<file path="src/rtl/mem_port_arbiter.sv">
// mem_port_arbiter
//   Shares one single-ported memory between the instruction-fetch (if_*) and
//   load/store (d_*) requesters of the RV32 core. One transaction is
//   outstanding at a time. Read data or a store completion is returned to the
//   owner exactly MEM_LATENCY cycles after issue. A new issue may overlap the
//   completion cycle of the previous access.
//
// Parameters
//   MEM_LATENCY  cycles from issue to valid mem_rdata (1..15)
//   ADDR_W       address width
//
// Ports
//   SYS_clk, SYS_reset        clock, synchronous active-high reset
//   if_req/if_addr -> if_gnt  fetch request / combinational grant
//   if_rvalid/if_rdata        fetch data return (1-cycle pulse)
//   d_req/d_we/d_addr/d_wdata/d_length/d_signed -> d_gnt
//                             load/store request / combinational grant
//   d_rvalid/d_rdata          load data or store completion (1-cycle pulse)
//   mem_en/mem_we/mem_addr/mem_wdata/mem_length/mem_signed
//                             memory access, all zero when mem_en=0
//   mem_rdata                 memory read data, valid MEM_LATENCY after issue
//   busy                      a transaction is outstanding
//
// Build option
//   ARB_ROUND_ROBIN_EN  contested issues alternate between the requesters
//                       (fetch wins the first contest after reset). When not
//                       defined, data always wins contests.
//
// States
//   IDLE | no transaction outstanding
//   WAIT | transaction outstanding, cnt counts down to the completion cycle

module mem_port_arbiter #(
  parameter int unsigned MEM_LATENCY = 2,
  parameter int unsigned ADDR_W      = 32
) (
  input  logic              SYS_clk,
  input  logic              SYS_reset,
  input  logic              if_req,
  input  logic [ADDR_W-1:0] if_addr,
  output logic              if_gnt,
  output logic              if_rvalid,
  output logic [31:0]       if_rdata,
  input  logic              d_req,
  input  logic              d_we,
  input  logic [ADDR_W-1:0] d_addr,
  input  logic [31:0]       d_wdata,
  input  logic [1:0]        d_length,
  input  logic              d_signed,
  output logic              d_gnt,
  output logic              d_rvalid,
  output logic [31:0]       d_rdata,
  output logic              mem_en,
  output logic              mem_we,
  output logic [ADDR_W-1:0] mem_addr,
  output logic [31:0]       mem_wdata,
  output logic [1:0]        mem_length,
  output logic              mem_signed,
  input  logic [31:0]       mem_rdata,
  output logic              busy
);

  typedef enum logic {ST_IDLE = 1'b0, ST_WAIT = 1'b1} state_e;
  typedef enum logic {OWN_D = 1'b0, OWN_IF = 1'b1} own_e;

  localparam logic [3:0] CNT_INIT = 4'(MEM_LATENCY);

  state_e     state_q, state_d;
  logic [3:0] cnt_q, cnt_d;
  own_e       own_q, own_d;
  // rd_q: the outstanding access returns memory data (fetch or sized load);
  // stores and zero-length accesses return 0.
  logic       rd_q, rd_d;
`ifdef ARB_ROUND_ROBIN_EN
  own_e       last_q, last_d;
`endif

  logic done;
  logic can_issue;
  logic pick_if;

  assign done      = (state_q == ST_WAIT) && (cnt_q == 4'd1);
  // Reset blocks issue and return in its own cycle so an aborted access
  // never shows a pulse and every output reads 0 while reset is held.
  assign can_issue = !SYS_reset && ((state_q == ST_IDLE) || done);

`ifdef ARB_ROUND_ROBIN_EN
  assign pick_if = if_req && (!d_req || (last_q == OWN_D));
`else
  assign pick_if = if_req && !d_req;
`endif

  assign busy = (state_q == ST_WAIT);

  always_comb begin
    state_d    = state_q;
    cnt_d      = cnt_q;
    own_d      = own_q;
    rd_d       = rd_q;
`ifdef ARB_ROUND_ROBIN_EN
    last_d     = last_q;
`endif
    if_gnt     = 1'b0;
    d_gnt      = 1'b0;
    if_rvalid  = 1'b0;
    if_rdata   = '0;
    d_rvalid   = 1'b0;
    d_rdata    = '0;
    mem_en     = 1'b0;
    mem_we     = 1'b0;
    mem_addr   = '0;
    mem_wdata  = '0;
    mem_length = 2'b00;
    mem_signed = 1'b0;

    if (state_q == ST_WAIT) begin
      cnt_d = cnt_q - 4'd1;
      if (done) begin
        state_d = ST_IDLE;
        cnt_d   = '0;
        if (!SYS_reset) begin
          if (own_q == OWN_IF) begin
            if_rvalid = 1'b1;
            if_rdata  = rd_q ? mem_rdata : 32'd0;
          end else begin
            d_rvalid = 1'b1;
            d_rdata  = rd_q ? mem_rdata : 32'd0;
          end
        end
      end
    end

    if (can_issue && (if_req || d_req)) begin
      state_d = ST_WAIT;
      cnt_d   = CNT_INIT;
`ifdef ARB_ROUND_ROBIN_EN
      if (if_req && d_req) last_d = pick_if ? OWN_IF : OWN_D;
`endif
      if (pick_if) begin
        if_gnt     = 1'b1;
        own_d      = OWN_IF;
        rd_d       = 1'b1;
        mem_en     = 1'b1;
        mem_addr   = if_addr;
        mem_length = 2'b11;
      end else begin
        d_gnt = 1'b1;
        own_d = OWN_D;
        rd_d  = !d_we && (d_length != 2'b00);
        // Zero-length access: granted and completed on schedule, but the
        // memory is never touched.
        if (d_length != 2'b00) begin
          mem_en     = 1'b1;
          mem_we     = d_we;
          mem_addr   = d_addr;
          mem_wdata  = d_wdata;
          mem_length = d_length;
          mem_signed = d_signed;
        end
      end
    end
  end

  always_ff @(posedge SYS_clk) begin
    if (SYS_reset) begin
      state_q <= ST_IDLE;
      cnt_q   <= '0;
      own_q   <= OWN_D;
      rd_q    <= 1'b0;
`ifdef ARB_ROUND_ROBIN_EN
      last_q  <= OWN_D;
`endif
    end else begin
      state_q <= state_d;
      cnt_q   <= cnt_d;
      own_q   <= own_d;
      rd_q    <= rd_d;
`ifdef ARB_ROUND_ROBIN_EN
      last_q  <= last_d;
`endif
    end
  end

endmodule
</file>
<file path="config.mk">
export PLATFORM = sky130hd
export DESIGN_NAME = mem_port_arbiter
export DESIGN_NICKNAME = d
export VERILOG_FILES = /design/src/rtl/mem_port_arbiter.sv
export SDC_FILE = /design/constraint.sdc
export NUM_CORES = 1
export LEC_CHECK = 0
export CAP_MARGIN = 20
export CORE_AREA = 2 2 107 109
export CTS_CLUSTER_DIAMETER = 200
export DETAILED_ROUTE_END_ITERATION = 16
export DIE_AREA = 0 0 109 111
export PLACE_DENSITY = 0.63
export SYNTH_ARGS = -nofsm -noshare
export SYNTH_HDL_FRONTEND = slang
export SYNTH_SLANG_ARGS = --single-unit
</file>
<file path="constraint.sdc">
create_clock -name SYS_clk -period 1.9 [get_ports SYS_clk]
set_input_delay 0.38 -clock SYS_clk [delete_from_list [all_inputs] [get_ports SYS_clk]]
set_output_delay 0.38 -clock SYS_clk [all_outputs]
set_load 0.01 [all_outputs]
</file>
# [Word-level counts from Yosys, hierarchy flattened]
# Cells that the tools add are included.
[classes] add_sub_neg=1 eq_ne=1 muxes=46 bitwise=1 reduce_logical=13
[op_table] operator="$mux W32" n=15
[op_table] operator="$mux W1" n=25
[op_table] operator="$mux W2" n=5
[op_table] operator="$logic_and A1 B1 Y1" n=5
[op_table] operator="$eq A4 B1 Y1 const B" n=1
[op_table] operator="$mux W4" n=1
[op_table] operator="$reduce_bool A2 Y1" n=2
[op_table] operator="$sub A4 B1 Y4 const B" n=1
[op_table] operator="$logic_not A1 Y1" n=3
[op_table] operator="$logic_or A1 B1 Y1" n=2
[op_table] operator="$reduce_or A2 Y1" n=1
[op_table] operator="$not A1 Y1" n=1
[word_totals] register_bits=7 in_bits=136 out_inout_bits=138

# [Depth between registers and ports, before layout]
# Gate-level depths: netlist of the first run.
[logic_depth] ltp_word=6 mapped_depth=7 depth_no_buf=6

# [Worst setup path after synthesis of the first run]
# No wires, ideal clock.
[synth_timing] path_type="reg2out" start="register cnt_q[1]" end="output port d_rdata[10]" arrival_time_ns=1.778 required_ns=1.520 setup_slack_ns=-0.258 path_stages_with_launch=8 cell_sequence="dfxtp_1 -> inv_1 -> ha_1 -> or3b_4 -> or4_1 -> buf_2 -> buf_6 -> nor2_1"
[synth_between] elab_chain_cells=4
[synth_rtl] item="start, declared" line="69" text="logic [3:0] cnt_q, cnt_d;"
[synth_rtl] item="start signal, assigned" line="175" text="cnt_q <= cnt_d;"
[synth_rtl] item="$eq A4 B1 Y1" line="82" text="assign done = (state_q == ST_WAIT) && (cnt_q == 4'd1);"
[synth_rtl] item="$logic_and A1 B1 Y1" line="82"
[synth_rtl] item="$mux W32" line="118" text="if (done) begin"
[synth_rtl] item="$mux W32" line="116" text="if (state_q == ST_WAIT) begin"
[synth_rtl] item="end, declared" line="52" text="output logic [31:0] d_rdata,"
# Every way passes these cells.

# [Final worst setup path of the first run]
[layout_timing] start="register cnt_q[1]" end="output port d_rdata[13]"
# The elaborated chain is that of the path after synthesis.

==> results.sh, run 1 <==
export IMPL_drtPass1Iterations=6
export IMPL_setup_viol=137
export IMPL_area_growth_pct=272
export IMPL_io_pins=274
export IMPL_cp_required_ns=1.52
export IMPL_synth_nets=419
export IMPL_synth_largest_area_cell="nor2_1"
export IMPL_dp_cells=696
export IMPL_fillers=1070
export IMPL_vias=3321
export IMPL_clock_sinks=7
export IMPL_skew_ns=0.00166
export IMPL_wl_mm=12.2
export IMPL_critical_path_class="reg -> out"
export IMPL_drt_iter0_drc=99
export IMPL_ys_seq_elements=7
export IMPL_syn_area_um2=1500
export IMPL_viasPerCell=4.34
export IMPL_syn_area_per_cell_um2=5.35
export IMPL_slew_headroom=0.741
export IMPL_clkLatencyLatePin_ns=0.23
export IMPL_ant_nets=0
export IMPL_final_nets=761
export IMPL_die_w_um=109
export IMPL_synth_top_area_share=0.267
export IMPL_ys_types=28
export IMPL_cp_end_kind="primary output"
export IMPL_wl_per_cell_um=16.0
export IMPL_setup_slack_ns=-0.633
export IMPL_cts_root_buf="clkbuf_16"
export IMPL_hold_slack_ns=0.605
export IMPL_hold_path_class="reg -> reg"
export IMPL_worst_pin_slew_ns=0.388
export IMPL_slew_violations=0
export IMPL_rsz0062_at_grt="true"
export IMPL_die_area_um2=12100
export IMPL_layout_common_cells="clkdlybuf4s50_1, buf_2, buf_6"
export IMPL_cts_inserted_buffers=3
export IMPL_drive_above_1_share=0.531
export IMPL_critPathLaunchType="flop"
export IMPL_drv_cap=0
export IMPL_clk_pin_slew_ns=0.04
export IMPL_grt_max_degree=35
export IMPL_fmax_ghz=0.395
export IMPL_die_height_um=111
export IMPL_violations="setup timing"
export IMPL_antenna_cells=0
export IMPL_finalPower_mw=1.64
export IMPL_ir_drop_v=0.000184
export IMPL_cts_tree="built"
export IMPL_coreArea_um2=11100
export IMPL_post_route_min_period_ns=2.53
export IMPL_place_congestion=0.833
export IMPL_ys_warn_count=0
export IMPL_pre_cts_ws_ns=-0.810
export IMPL_antenna_found_initial=0
export IMPL_start_util=0.136
export IMPL_final_common_cell="clkdlybuf4s50_1"
export IMPL_status="complete, but fails checks"
export IMPL_syn_inst=281
export IMPL_synth_edff_count=0
export IMPL_grt_pass1_wl_mm=17.1
export IMPL_layout_worst_path_cycle_share=1.33
export IMPL_h_tree_depth=1
export IMPL_grt_pass1_vias=3282
export IMPL_synthArstFlopShare=0
export IMPL_yosys_top_cells_area="nor2_1, a22oi_1, and2_1"
export IMPL_leakagePower_nw=2.50
export IMPL_rows=39
export IMPL_grt_usage=0.180
export IMPL_clockBufferDepth=2
export IMPL_cp_max_fo=8
export IMPL_place_area_um2=4660
export IMPL_stdcell_count=765
export IMPL_seq_area_frac_synth=0.0933
export IMPL_hold_viol=0
export IMPL_synth_flop_cell="dfxtp_1"
export IMPL_arrival_ns=2.15
export IMPL_grt_overflow_total=0
export IMPL_stdcell_area_um2=5590
export IMPL_io_buffers=273
export IMPL_drc=0
export IMPL_hpwl_mm=8.09
export IMPL_powerDensity_nw_per_um2=293
per-layer routing:
layer,share of wire,track usage
met1,0.35,0.187
met2,0.54,0.347
met3,0.10,0.0464
met4,0.0095,0.0462
met5,0,0
sequential cells by signal, summed over array words and instances (netlist names):
name,cells
rd_q,1
own_q,1
cnt_q,4
busy,1
synthesized netlist by cell type, types with 2 or more instances:
cell,number
a22oi_1,32
buf_2,2
and2_1,34
o21ai_0,4
clkbuf_1,20
ha_1,2
nand2_1,37
buf_1,2
nand2b_1,4
nor2b_1,2
dfxtp_1,7
a21oi_1,7
inv_1,5
nor2_1,107
buf_6,3
report_power, final:
part           internal (mW)  total [mW]  leakage (nW)  switching (mW)
logic                  0.636        1.10          2.40           0.465
registers              0.164       0.173        0.0586         0.00933
clock network          0.279       0.361        0.0382          0.0820
total                   1.08        1.64          2.50           0.556
cells by family after synthesis:
logic type	count (synthesis)	synth area share
buffers and inverters	32	0.0966
DFF	7	0.0933
and+or+nand+nor	192	0.569
adders and majority gates	2	0.0167
xor gates and xnor gates	1	0.00583
AOI/OAI and AO/OA	47	0.219
repair_timing:
| action | in CTS | in global routing |
|---|---|---|
| pin swaps | 37 | 17 |
| gates cloned | 12 | 1 |
| buffers inserted | 36 | 21 |
| endpoints found under the setup margin | 137 | 137 |
| hold buffers | 0 | 0 |
| gates resized for setup | 510 | 227 |
worst paths after layout:
| kind | start | endpoint | slack [ns] | depth (start not counted) |
|---|---|---|---|---|
| max reg2reg | cnt_q[1] | rd_q | 0.14 | 11 |
| min | cnt_q[0] | cnt_q[0] | 0.61 | 3 |
| min reg2reg | cnt_q[0] | cnt_q[0] | 0.61 | 3 |
| max | cnt_q[1] | d_rdata[13] | -0.63 | 8 |
stage by stage:
| stage | utilization | TNS [ns] |
|---|---|---|
| after floorplan | - | -9.54 |
| after global placement | 0.421 | -94.81 |
| after detailed placement | 0.421 | -95.36 |
| after CTS | 0.464 | -75.70 |
| after global routing | 0.505 | -69.71 |
| final | 0.505 | -60.79 |
layout make-up:
class | count | area, um^2 | area share
well taps | 143 | 179 | 0.0320
inverters | 5 | 21.3 | 0.00381
clock buffers | 4 | 78.8 | 0.0141
multi-input cells | 247 | 1780 | 0.319
flip-flops and latches | 7 | 143 | 0.0255
repair buffers | 359 | 3390 | 0.606
critical path: stages, from the launching register on:
cell     delay (ns)
dfxtp_2        0.31
inv_2          0.07
ha_4           0.12
or3b_4         0.38
or4_4          0.49
buf_12         0.17
buf_16         0.15
nor2_4         0.11
buf_6          0.11
(Power assumes the default switching activity.)
==> inputs of run 2 (changes only) <==
--- a/config.mk
+++ b/config.mk
@@ -7,10 +7,11 @@
 export LEC_CHECK = 0
 export CAP_MARGIN = 20
 export CORE_AREA = 2 2 107 109
-export CTS_CLUSTER_DIAMETER = 200
+export CTS_CLUSTER_DIAMETER = 30
 export DETAILED_ROUTE_END_ITERATION = 16
 export DIE_AREA = 0 0 109 111
 export PLACE_DENSITY = 0.63
+export SLEW_MARGIN = 20
 export SYNTH_ARGS = -nofsm -noshare
 export SYNTH_HDL_FRONTEND = slang
 export SYNTH_SLANG_ARGS = --single-unit
==> results of run 2 <==
Same layout as run 1: the final DEF is identical, and so are final timing and power.
